==> config.mk <==
export PLATFORM = sky130hd
export DESIGN_NAME = ptp_a_rx
export DESIGN_NICKNAME = d
export VERILOG_FILES = /design/src/rtl/ptp_a_rx.sv
export SDC_FILE = /design/constraint.sdc
export NUM_CORES = 1
export LEC_CHECK = 0
export CAP_MARGIN = 20
export CORE_MARGIN = 3
export CORE_UTILIZATION = 42
export DETAILED_ROUTE_END_ITERATION = 6
export PLACE_DENSITY = 0.61
export SYNTH_ARGS = -nofsm -noshare
export SYNTH_HDL_FRONTEND = slang
export SYNTH_SLANG_ARGS = --single-unit
==> constraint.sdc <==
create_clock -name clk_i -period 2.63 [get_ports clk_i]
set_clock_uncertainty 0.2 [all_clocks]
set_input_delay 0.6575 -clock clk_i [delete_from_list [all_inputs] [get_ports clk_i]]
set_output_delay 0.6575 -clock clk_i [all_outputs]
set_load 0.01 [all_outputs]
==> src/rtl/ptp_a_rx.sv <==
// ptp_a_rx: host-to-core deserialiser; assembles strobed 8-bit or 1-bit units MSB-first into a word
// and delivers it over a valid/ready handshake with a sticky overrun flag.
module ptp_a_rx #(
  parameter int WORD_WIDTH = 32
) (
  input  logic                  clk_i,
  input  logic                  reset_i,
  input  logic                  control_i,
  input  logic                  serialise_i,
  input  logic [7:0]            value_i,
  input  logic                  ready_i,
  output logic [WORD_WIDTH-1:0] word_o,
  output logic                  valid_o,
  output logic                  overrun_o,
  output logic [5:0]            count_o
);
  typedef enum logic {EMPTY, FULL} state_t;
  logic                  ctl_s1_q, ctl_s2_q, ctl_s3_q;
  logic [7:0]            val_s1_q, val_s2_q;
  logic                  ser_q;
  logic [WORD_WIDTH-1:0] sh_q, sh_d, word_q, word_d;
  logic [5:0]            cnt_q, cnt_d, last;
  state_t                st_q, st_d;
  logic                  ovr_q, ovr_d;
  logic                  strobe, mode_chg, take, done;
  // A strobe arriving in the same cycle as a mode change is dropped along with the partial word.
  always_comb begin
    mode_chg = serialise_i != ser_q;
    strobe   = ctl_s2_q & ~ctl_s3_q;
    take     = strobe & ~mode_chg;
    last     = serialise_i ? 6'(WORD_WIDTH - 1) : 6'(WORD_WIDTH / 8 - 1);
    done     = take && (cnt_q == last);
    sh_d     = mode_chg ? '0 : !take ? sh_q :
               serialise_i ? {sh_q[WORD_WIDTH-2:0], val_s2_q[0]} : {sh_q[WORD_WIDTH-9:0], val_s2_q};
    cnt_d    = mode_chg ? '0 : !take ? cnt_q : done ? '0 : cnt_q + 6'd1;
    st_d     = st_q;
    word_d   = word_q;
    ovr_d    = ovr_q;
    if (done && (st_q == EMPTY || ready_i)) begin
      st_d   = FULL;
      word_d = sh_d;
    end else if (done) begin
      ovr_d  = 1'b1;
    end else if (st_q == FULL && ready_i) begin
      st_d   = EMPTY;
    end
  end
  always_ff @(posedge clk_i) begin
    if (reset_i) begin
      ctl_s1_q <= 1'b0;
      ctl_s2_q <= 1'b0;
      ctl_s3_q <= 1'b0;
      val_s1_q <= '0;
      val_s2_q <= '0;
      ser_q    <= 1'b0;
      sh_q     <= '0;
      cnt_q    <= '0;
      word_q   <= '0;
      st_q     <= EMPTY;
      ovr_q    <= 1'b0;
    end else begin
      ctl_s1_q <= control_i;
      ctl_s2_q <= ctl_s1_q;
      ctl_s3_q <= ctl_s2_q;
      val_s1_q <= value_i;
      val_s2_q <= val_s1_q;
      ser_q    <= serialise_i;
      sh_q     <= sh_d;
      cnt_q    <= cnt_d;
      word_q   <= word_d;
      st_q     <= st_d;
      ovr_q    <= ovr_d;
    end
  end
  assign word_o    = word_q;
  assign valid_o   = st_q == FULL;
  assign overrun_o = ovr_q;
  assign count_o   = cnt_q;
endmodule

==> impl_metrics.tcl <==
set metrics [dict create \
    synth_top_cells_by_count "dfxtp_1 (92), mux2i_1 (47), nor2b_1 (37)" \
    dr.pass1.iters 4 \
    die_w_um 101 \
    critPathCaptureType "flop" \
    criticalPathCategory "in -> reg" \
    yosys.area_share.adder_pct 0.332 \
    wl_per_cell_um 15.8 \
    synth_xor_area_share_pct 1.39 \
    ys.warnings.count 0 \
    synth-simple-area-share_pct 13.9 \
    placed_cells 505 \
    slowest_delay_ps 490 \
    final_nets 425 \
    coreArea_mm2 0.00846 \
    period_share_pct 88.6 \
    hold_violations 0 \
    nFillCells 777 \
    cap_violations 0 \
    p_int_mw 1.96 \
    grt_max_degree 71 \
    num_io_pins 53 \
    synth_nets 374 \
    power_frac_comb_pct 6.1 \
    htree_levels 3 \
    worst-path-max-fanout 15 \
    pwr_density_cell_mw_per_mm2 553 \
    async_flop_share_pct 0 \
    cts_sinks 92 \
    yosysTopAreaCell "dfxtp_1" \
    synthMuxAreaShare_pct 18.0 \
    synth-seq-area-share_pct 48.9 \
    routed_via_density 5.21 \
    rows 33 \
    synth_edf_count 0 \
    synth_area_leaders "dfxtp_1 (49%), mux2i_1 (12%), a211oi_1 (6.2%), nor2b_1 (6.1%), mux2_4 (4.0%)" \
    cp-start-kind "input port" \
    setup_viol 0 \
    drive_gt1_share_pct 12.0 \
    syn_area_mm2 0.00377 \
    power.leakage_nw 1.66 \
    start_util_pct 44.5 \
    cpMaxStageDelayCell "clkdlybuf4s50_1" \
    vdd_drop_max_mv 0.318 \
    drv_slew 0 \
    fin_cells 521 \
    seq_power_share_pct 55.1 \
    outcome "finished clean" \
    worst_ep_required_time_ps 2670 \
    fin_ws_ps 300 \
    hpwlAfterDp_mm 5.54 \
    drtIter0Drc 85 \
    chipHeight_um 101 \
    area_delta_synth_final_pct 23.8 \
    min_path_type "reg -> reg" \
    diodes 0 \
    yosysTopAreaCellShare_pct 48.9 \
    grt_pass1_wl_mm 13.6 \
    switchingPower_uw 625 \
    min_period_ps 2330 \
    clockRootBuffer "clkbuf_8" \
    synth_top_family_by_area "multiplexers" \
    clock_latency_ps 360 \
    dieArea_mm2 0.0101 \
    grt_use_total_pct 17.2 \
    cts_setup_buffers 0 \
    seq_area_mm2 0.00184 \
    cts_made_buffers 9 \
    switching_share_pct 24.2 \
    drtAntennaViolNets 0 \
    path_cells "clkdlybuf4s50_1, xor2_1, nor4b_4, nand2_4, mux2_1" \
    syn_inst 360 \
    power_frac_clock_pct 38.8 \
    grt_pass1_vias 2601 \
    hold_buffers 0 \
    cts_tree "yes" \
    avgSynthCellArea_um2 10.5 \
    final_util_pct 55.1 \
    io_buffer_count 52 \
    tightest_slew_ps 357 \
    antenna_found_initial 0 \
    gp_congestion 0.761 \
    multiInputGateArea_mm2 0.00180 \
    cts.clk_slew.worst_paths_ps 90 \
    totalWireLength_mm 8.24 \
    pre_cts_ws_ps -82.8 \
    ys_ff_latch 92 \
    ys_types 33 \
    rsz0062_at_grt "no" \
    crit_arrival_ps 2370 \
    relSlewSlack_pct 76.1 \
    grt.overflow.total 0 \
    ys.flop_type "dfxtp_1" \
    post_cts_resized 0 \
    yosysMostFrequentCell "dfxtp_1" \
    drcViolationCount 0 \
    vias 2714 \
    fmax_ghz 0.429 \
    clock_tree.buffer_depth 2 \
    final.setup.tns_ps 0 \
    synth_compound_area_share_pct 13.8 \
]
final timing paths:
check                                        startpoint                 endpoint  slack (ps)  depth (start not counted)
worst max register to register  count_o[0]$_SDFFE_PP0P_  word_o[15]$_SDFFE_PP0P_         470                          5
worst min-delay path             val_s1_q[6]$_SDFF_PP0_   val_s2_q[6]$_SDFF_PP0_         240                          1
worst min register to register   val_s1_q[6]$_SDFF_PP0_   val_s2_q[6]$_SDFF_PP0_         240                          1
worst max-delay path                        serialise_i  word_o[15]$_SDFFE_PP0P_         300                          5
logic make-up (layout without fill, tap and decap cells):
| kind of cell | Yosys count | count (layout) |
|---|---|---|
| flip-flops | 92 | 92 |
| XOR/XNOR | 6 | 6 |
| adder cells (fa/ha/maj) | 1 | 1 |
| buffers and inverters | 29 | 85 |
| AND/OR/NAND/NOR | 97 | 97 |
| multiplexers | 62 | 62 |
| AO/OA/AOI/OAI | 73 | 73 |
metrics by stage:
step           total power, mW  area, um^2  hold slack, ps
2_1_floorplan             1.55        3770             214
3_3_place_gp              1.61        4460             218
3_5_place_dp              1.61        4460             222
4_1_cts                   2.61        4670             244
5_1_grt                   2.70        4670             260
6_report                  2.58        4670             245
power by group through the flow:
stage / sequential (mW) / combinational [mW] / clock, mW
floorplan: 1.45 / 0.0995 / 0
global placement: 1.46 / 0.156 / 0
detailed placement: 1.46 / 0.158 / 0
CTS: 1.42 / 0.158 / 1.03
global route: 1.43 / 0.172 / 1.11
finish: 1.42 / 0.157 / 1.00
registers in the layout, indices dropped and copies added (netlist names):
signal / cells
sh_q: 32
word_o: 32
val_s1_q: 8
val_s2_q: 8
count_o: 6
ctl_s1_q: 1
ctl_s2_q: 1
ctl_s3_q: 1
overrun_o: 1
ser_q: 1
valid_o: 1
final cells by class:
cell class / instances / area share (%)
sequential: 92 / 39.5
multi-input combinational: 239 / 38.5
timing repair buffer: 68 / 14.7
clock buffer: 10 / 2.95
tap: 105 / 2.82
clock inverter: 6 / 1.47
inverter: 1 / 0.0805
per-layer routing:
metal	global-route usage, %	vias to the layer above	wire [um]
met2	26.9	45	3810
met1	22.8	1277	3970
met3	4.15	14	279
met4	7.05	0	179
li1	-	1378	-
met5	0	-	0
cell usage in the layout (no fill, tap or decap), types with 2 or more instances in the layout:
master           Yosys  final
a211o_1              2      2
a211oi_1            31     31
a21oi_1             20     20
and2_1               3      3
and3_1               3      3
buf_12               0      4
buf_4                3     12
clkbuf_8             0     10
clkdlybuf4s50_1      0     51
dfxtp_1             92     92
inv_6                0      3
mux2_1               2      2
mux2_2               3      3
mux2_4              10     10
mux2i_1             47     47
nand2_1              6      6
nand2b_1             2      2
nand4_1              3      3
nor2_1              34     34
nor2b_1             37     36
nor3_1               4      4
o22a_1              17     17
xnor2_1              2      2
xor2_1               4      4
critical path: cells and delay by family:
kind / cells / cell delay [ps]
simple gates: 2 / 640
buf+inv: 1 / 490
mux: 1 / 360
xor+xnor: 1 / 210
No activity file was read; power rests on OpenSTA's default activity.
